`src/rtl/data_mem_arbiter.sv`:
```
// Shares one single-port data memory between N_CORES cores and sequences their run/stall/finish status.
// Optional: define ARB_FIXED_PRIORITY_EN for fixed lowest-index-wins priority instead of round-robin.
module data_mem_arbiter #(
    parameter int N_CORES = 4,
    parameter int ADDR_W  = 8,
    parameter int DATA_W  = 16
) (
    input  logic                        clock,
    input  logic                        reset,
    input  logic                        start,
    input  logic [N_CORES-1:0]          req,
    input  logic [N_CORES-1:0]          we_in,
    input  logic [N_CORES*ADDR_W-1:0]   addr_in,
    input  logic [N_CORES*DATA_W-1:0]   wdata_in,
    input  logic [N_CORES-1:0]          end_process,
    output logic [N_CORES-1:0]          grant,
    output logic [N_CORES-1:0]          rvalid,
    output logic [DATA_W-1:0]           rdata_out,
    output logic [2*N_CORES-1:0]        core_status,
    output logic                        mem_we,
    output logic [ADDR_W-1:0]           mem_addr,
    output logic [DATA_W-1:0]           mem_wdata,
    input  logic [DATA_W-1:0]           mem_rdata,
    output logic                        busy,
    output logic                        done
);

    // state | meaning
    // IDLE  | cores held (00), no grants, wait for start
    // RUN   | arbitrate memory, collect end_process into finished mask
    // DRAIN | one cycle so the last read's rvalid completes
    // DONE  | all cores finished (11), done high, start relaunches
    typedef enum logic [1:0] {IDLE, RUN, DRAIN, DONE} state_t;

    localparam int PTR_W = (N_CORES > 1) ? $clog2(N_CORES) : 1;

    state_t             state;
    logic [PTR_W-1:0]   ptr;
    logic [N_CORES-1:0] finished;
    logic [N_CORES-1:0] eligible;
    logic [PTR_W-1:0]   gidx;
    logic               gvalid;

    // Reset gates arbitration so a pending write never reaches memory in the reset cycle.
    always_comb begin
        int idx;
        idx      = 0;
        eligible = (state == RUN && !reset) ? (req & ~finished) : '0;
        gidx     = '0;
        gvalid   = 1'b0;
        grant    = '0;
`ifdef ARB_FIXED_PRIORITY_EN
        for (int k = 0; k < N_CORES; k++) begin
            if (!gvalid && eligible[k]) begin
                gvalid = 1'b1;
                gidx   = PTR_W'(k);
            end
        end
`else
        for (int k = 0; k < N_CORES; k++) begin
            idx = int'(ptr) + k;
            if (idx >= N_CORES)
                idx = idx - N_CORES;
            if (!gvalid && eligible[idx[PTR_W-1:0]]) begin
                gvalid = 1'b1;
                gidx   = idx[PTR_W-1:0];
            end
        end
`endif
        if (gvalid)
            grant[gidx] = 1'b1;
    end

    always_comb begin
        mem_we    = 1'b0;
        mem_addr  = '0;
        mem_wdata = '0;
        for (int i = 0; i < N_CORES; i++) begin
            if (grant[i]) begin
                mem_we    = we_in[i];
                mem_addr  = addr_in[i*ADDR_W +: ADDR_W];
                mem_wdata = wdata_in[i*DATA_W +: DATA_W];
            end
        end
    end

    always_comb begin
        core_status = '0;
        for (int i = 0; i < N_CORES; i++) begin
            if (reset || state == IDLE)
                core_status[2*i +: 2] = 2'b00;
            else if (state == DONE || finished[i])
                core_status[2*i +: 2] = 2'b11;
            else if (req[i] && !grant[i])
                core_status[2*i +: 2] = 2'b10;
            else
                core_status[2*i +: 2] = 2'b01;
        end
    end

    assign busy      = !reset && (state == RUN || state == DRAIN);
    assign done      = !reset && (state == DONE);
    assign rdata_out = (|rvalid) ? mem_rdata : '0;

    always_ff @(posedge clock) begin
        if (reset) begin
            state    <= IDLE;
            ptr      <= '0;
            finished <= '0;
            rvalid   <= '0;
        end else begin
            rvalid <= grant & ~we_in;
            case (state)
                IDLE: begin
                    if (start) begin
                        state    <= RUN;
                        finished <= '0;
                    end
                end
                RUN: begin
                    finished <= finished | end_process;
`ifndef ARB_FIXED_PRIORITY_EN
                    if (gvalid)
                        ptr <= (gidx == PTR_W'(N_CORES - 1)) ? '0 : gidx + 1'b1;
`endif
                    if (&finished)
                        state <= DRAIN;
                end
                DRAIN: state <= DONE;
                DONE: begin
                    if (start) begin
                        state    <= RUN;
                        finished <= '0;
                    end
                end
                default: state <= IDLE;
            endcase
        end
    end

endmodule

```
`config.mk`:
```
export PLATFORM = sky130hd
export DESIGN_NAME = data_mem_arbiter
export DESIGN_NICKNAME = d
export VERILOG_FILES = /design/src/rtl/data_mem_arbiter.sv
export SDC_FILE = /design/constraint.sdc
export NUM_CORES = 1
export LEC_CHECK = 0
export BUFFER_PORTS_ARGS = -buffer_cell sky130_fd_sc_hd__buf_2
export CAP_MARGIN = 20
export CORE_ASPECT_RATIO = 0.5
export CORE_UTILIZATION = 25
export DETAILED_ROUTE_END_ITERATION = 8
export PLACE_DENSITY_LB_ADDON = 0.1
export SYNTH_ARGS = -nofsm -noshare
export SYNTH_HDL_FRONTEND = slang
export SYNTH_SLANG_ARGS = --single-unit
```
`constraint.sdc`:
```
create_clock -name clock -period 3.7 [get_ports clock]
set_input_delay 0.37 -clock clock [delete_from_list [all_inputs] [get_ports clock]]
set_output_delay 0.37 -clock clock [all_outputs]
set_load 0.03 [all_outputs]
```
Word level (Yosys, flattened, before mapping)
Index checks and enable logic that the tools add are counted.
W data, S select, Z words.
- register bits after elaboration: 12
- output and inout bits: 59
- word-level logic and storage cells: 121
- add/subtract/negate cells: 8
- $lt $le $gt $ge: 10
- equality and inequality tests: 6
- muxes and demuxes: 55
- bitwise logic cells: 5
- reduce and logical (&&, ||, !) cells: 33
- operators by type and width (kind ; number):
    $mux W16 ; 5
    $mux W2 ; 23
    $mux W8 ; 4
    $lt A2 B3 Y1 const B ; 5
    $mux W1 ; 13
    $mux W4 ; 3
    $logic_and A1 B1 Y1 ; 11
    $ge A3 B3 Y1 const B ; 3
    $and A4 B4 Y4 ; 2
    $bmux W1 S2 ; 4
    $logic_not A1 Y1 ; 8
    $not A4 Y4 ; 2
    $pmux W4 S2 ; 1
    $sub A2 B1 Y2 const B ; 4
    $add A2 B2 Y3 const B ; 2
    $eq A2 B2 Y1 const B ; 3
    $logic_or A1 B1 Y1 ; 6
    $pmux W2 S3 ; 1
    $reduce_and A2 Y1 ; 3
    $ne A2 B1 Y1 const B ; 2
    $or A4 B4 Y4 ; 1
    $reduce_and A4 Y1 ; 1
    $reduce_or A4 Y1 ; 1
    $add A2 B1 Y3 const B ; 1
    8 further kinds ; 8

Longest topological paths before layout
- word-level depth: 25
- gate-level depth with buffers: 13
- mapped depth without buffers: 11

Worst setup path after synthesis
Ideal clock, no wire load.
- path kind: reg-to-output
- from: register state[1]
- to: output mem_addr[0]
- data arrival time: 2986 ps
- data required time: 3330 ps
- setup slack: 344 ps
- stages on the path, launching flop included: 13
- buffers on the path: 3
- cell sequence: dfxtp_1 > inv_1 > ha_1 > buf_2 > and4bb_2 > a21o_1 > a21oi_1 > o21ai_0 > ha_1 > buf_1 > clkbuf_1 > a211oi_1 > nor3_1
- word-level cells in the longest chain between the ends: 24
- elaborated cells between the ends (all ways): 35
- classes of those cells: order compare: 2; eq/ne: 1; mux: 24; reduce/logical: 8
- RTL lines (item ; line ; text):
    start: declaration ; 37 ; state_t state;
    start signal: assignment ; 107 ; state <= IDLE;
    start signal: assignment ; 116 ; state <= RUN;
    start signal: assignment ; 127 ; state <= DRAIN;
    $eq A2 B1 Y1 (*) ; 48 ; eligible = (state == RUN && !reset) ? (req & ~finished) : '0;
    $logic_and A1 B1 Y1 (*) ; 48 ;
    $mux W4 (*) ; 48 ;
    $bmux W1 S2 ; 64 ; if (!gvalid && eligible[idx[PTR_W-1:0]]) begin
    $mux W1 (not written as such) ; 64 ;
    $mux W1 ; 64 ;
    $logic_not A1 Y1 ; 64 ;
    $logic_and A1 B1 Y1 ; 64 ;
    [6 not listed] ; n/a ;
    $mux W2 ; 64 ;
    $lt A2 B3 Y1 (not written as such) or $ge A2 B1 Y1 (tied branches) ; 71 ; grant[gidx] = 1'b1;
    $logic_and A1 B1 Y1 (not written as such) ; 71 ;
    $mux W1 (not written as such) ; 71 ;
    $demux W1 S2 ; 71 ;
    $mux W4 (*) ; 70 ; if (gvalid)
    $mux W8 (3 in a row) ; 79 ; if (grant[i]) begin
    $mux W8 (*) ; 79 ;
    end: declaration ; 21 ; output logic [ADDR_W-1:0] mem_addr,
Every way passes the cells marked *; elsewhere a longest branch is shown, timed or not. The select of a mux whose other input is x is not followed.

Final worst setup path
- from: register state[0]
- to: output mem_wdata[12]
- word-level cells in the longest chain between the ends: 24
- elaborated cells between the ends (all ways): 35
- classes of those cells: order compare: 2; eq/ne: 1; mux: 24; reduce/logical: 8
- RTL lines (item ; line ; text):
    $eq A2 B1 Y1 (*) ; 48 ;
    $logic_and A1 B1 Y1 (*) ; 48 ;
    $mux W4 (*) ; 48 ;
    $bmux W1 S2 ; 64 ;
    $mux W1 (not written as such) ; 64 ;
    $mux W1 ; 64 ;
    $logic_not A1 Y1 ; 64 ;
    $logic_and A1 B1 Y1 ; 64 ;
    [6 not listed] ; n/a ;
    $mux W2 ; 64 ;
    $lt A2 B3 Y1 (not written as such) or $ge A2 B1 Y1 (tied branches) ; 71 ;
    $logic_and A1 B1 Y1 (not written as such) ; 71 ;
    $mux W1 (not written as such) ; 71 ;
    $demux W1 S2 ; 71 ;
    $mux W4 (*) ; 70 ;
    $mux W16 (3 in a row) ; 79 ;
    $mux W16 (*) ; 79 ;
    end: declaration ; 22 ; output logic [DATA_W-1:0] mem_wdata,
Marked as above.

==> reports/results.ini <==
[critical_path]
r2r_end=rvalid[1]
crit_end=mem_wdata[12]
cp-startpoint=state[0]
reg2reg_slack_ns=1.34
crit_required_ns=3.33
startpoint_type=register
r2r_cells=8
r2r_start=state[0]
critPathMaxFanout=16
worstPathArrival_ns=3.04
path_class=reg2out
cp-end-kind=primary output

[power_and_ir_drop]
ir_drop_uv=250.2
power_density_nw_per_um2=611.6
p_leak_uw=0.001545

[place]
place.gp.congestion=0.8464
portBuffers=185
dpl_cell_area_um2=2715
hpwl_mm=5.526

[timing]
rsz0062_at_grt=false
slew_headroom=0.6690
finalHoldViolCount=0
fin_crit_ns=3.408
worst_slew_pin_slew_ns=0.4911
drv_slew=0
fin_crit_sh=0.9210
finClkSkew_ns=0.005401
setup_violations=0
max_freq_mhz=293.4
hold-worst-slack_ns=0.3062
timing.setup.tns_ns=0

[synth]
synth_mux_area_frac=0.005917
ys_top_cells_by_count=nor2_1 (39), nor3_1 (27), nand2_1 (26), o22ai_1 (24), a211oi_1 (22)
netlist_instances=261
avgSynthCellArea_um2=6.481
synth-compound-area-share=0.3432
yosys.area_share.simple=0.3794
ys_seq_area_frac=0.1420
synthFlopType=dfxtp_1
synthXorXnorAreaFrac=0
synth_top_area_frac=0.1420
synth_fa_ha_area_frac=0.05178
synth_edf_count=0
ys_types=36
synth.area.top_cells=dfxtp_1 (14%), a211oi_1 (9.8%), o22ai_1 (8.9%)
synth_most_common_cell=nor2_1
syn_nets=395
synth_warnings=0
async_reset_ff_frac=0
yosysTopAreaCell=dfxtp_1
synth_top_family_by_area=simple AND/OR/NAND/NOR gates
synth-seq-cells=12
synth_area_um2=1692

[drt]
via_per_inst=4.931
vias=2589
ant_nets=0
drc=0
drtIter0Drc=164
dr.pass1.iters=4
drt-wirelength-per-cell_um=13.42
routed_wl_mm=7.047

[floorplan]
fp.dieH_um=60.17
core_um2=6306
rows=20
die_area_um2=7119
die_w_um=118.3
initial_core_util=0.2683
ioPinCount=186

[clock_tree]
cts.sinks=12
cts-hold-fix-buffers=0
clockBufferDepth=2
cts_tree=built
clk_pin_slew_worst_paths_ns=0.05
post_cts_buffers=0
insertion_delay_ns=0.24
cts_buffers=3
cts_max_level=1
cts_root_buffer=clkbuf_16

[global_routing]
globalRouteOverflowTotal=0
grt_pass1_wl_mm=10.47
antenna_found_initial=0
grt_pass1_vias=2291
grt.total_usage=0.1815
grt_max_degree=33

[job]
cap_violations=0

[layout]
drive_above_1_share=0.4874
fin_nets=572
design_area_um2=2839
synthToLayoutAreaGrowth_pct=67.83
diodes=0
fillers=682

[hold_path]
min_path_type=in2reg

[outcome]
outcome=completed

==> layout make-up <==
class | count | area, µm² | area share
sequential | 12 | 240.2 | 0.08462
inverter | 10 | 37.54 | 0.01322
timing repair buffer | 194 | 1012 | 0.3565
tap | 88 | 110.1 | 0.03878
clock buffer | 4 | 88.84 | 0.03129
multi-input combinational | 217 | 1350 | 0.4755
==> routing by layer <==
metal  track usage  share of wire
met5             0              0
met3       0.02576          0.043
met4       0.03846          0.010
met1        0.2316           0.45
met2        0.3311           0.49
==> how the worst min path moves through the flow <==
stage / startpoint / endpoint / slack, ns / cells past startpoint
2_1_floorplan: we_in[1] / rvalid[1] / 0.44 / 1
6_report: we_in[1] / rvalid[1] / 0.31 / 2
5_1_grt: we_in[1] / rvalid[1] / 0.32 / 2
3_3_place_gp: state[1] / state[1] / 0.48 / 2
3_5_place_dp: state[1] / state[1] / 0.49 / 2
4_1_cts: we_in[1] / rvalid[1] / 0.31 / 2
==> cell usage in the layout (no fill, tap or decap), drive strengths merged <==
| cell type | netlist | layout |
|---|---|---|
| buf | 7 | 194 |
| nor2 | 39 | 39 |
| nor3 | 27 | 27 |
| nand2 | 26 | 26 |
| o22ai | 24 | 24 |
| a211oi | 22 | 22 |
| nor2b | 20 | 20 |
| dfxtp | 12 | 12 |
| inv | 10 | 10 |
| a21oi | 9 | 9 |
| o21ai | 9 | 9 |
| ha | 7 | 7 |
| a21o | 4 | 4 |
| clkbuf | 15 | 4 |
| and4bb | 4 | 4 |
| a221oi | 3 | 3 |
| nand2b | 3 | 3 |
| a22oi | 3 | 3 |
| o221ai | 2 | 2 |
| o41ai | 2 | 2 |
| a31oi | 2 | 2 |
| o31a | 2 | 2 |
| nor4 | 2 | 2 |
| or4bb | 1 | 1 |
| nand4bb | 1 | 1 |
| or2 | 1 | 1 |
| o21a | 1 | 1 |
| a41oi | 1 | 1 |
| mux2i | 1 | 1 |
| nand3 | 1 | 1 |
==> kinds of logic (layout without fill, tap and decap cells) <==
family | count (synthesis) | in the layout
simple gates | 125 | 125
compound gates | 84 | 84
flops | 12 | 12
buf+inv | 32 | 208
fa+ha+maj | 7 | 7
mux | 1 | 1
==> state kept, by name, summed over array words and instances, names as in the netlist <==
signal    flops
ptr           2
rvalid        4
state         2
finished      4
==> critical path, stage by stage (launching register included) <==
cell      delay [ns]
dfxtp_1         0.41
ha_4            0.24
or4bb_1         0.47
o221ai_1        0.25
a21oi_2         0.12
inv_1           0.10
ha_1            0.20
inv_1           0.09
nand2_2         0.18
buf_4           0.26
a211oi_1        0.07
nor3_1          0.16
buf_2           0.23
==> stage by stage <==
stage / utilization / worst slack [ns] / power (µW) / instances
final: 0.4502 / 0.2922 / 1736 / 525
after global routing: 0.4502 / 0.01970 / 1873 / 525
after CTS: 0.4450 / 0.009197 / 1718 / 524
after detailed placement: 0.4306 / 0.2824 / 1485 / 520
after global placement: 0.4306 / 0.3311 / 1476 / 520
after floorplan: - / 0.3441 / 1124 / 261
==> power breakdown <==
part           switching, µW  internal (µW)
logic                    849            476
clock network           60.4            164
registers               31.4            156
==> repair_timing <==
| action | in CTS | in global routing |
|---|---|---|
| endpoints found under the setup margin | 1 | 25 |
| gates resized for setup | 1 | 6 |
| hold endpoints to repair | 0 | 0 |
Power figures use the tool's default switching activity.
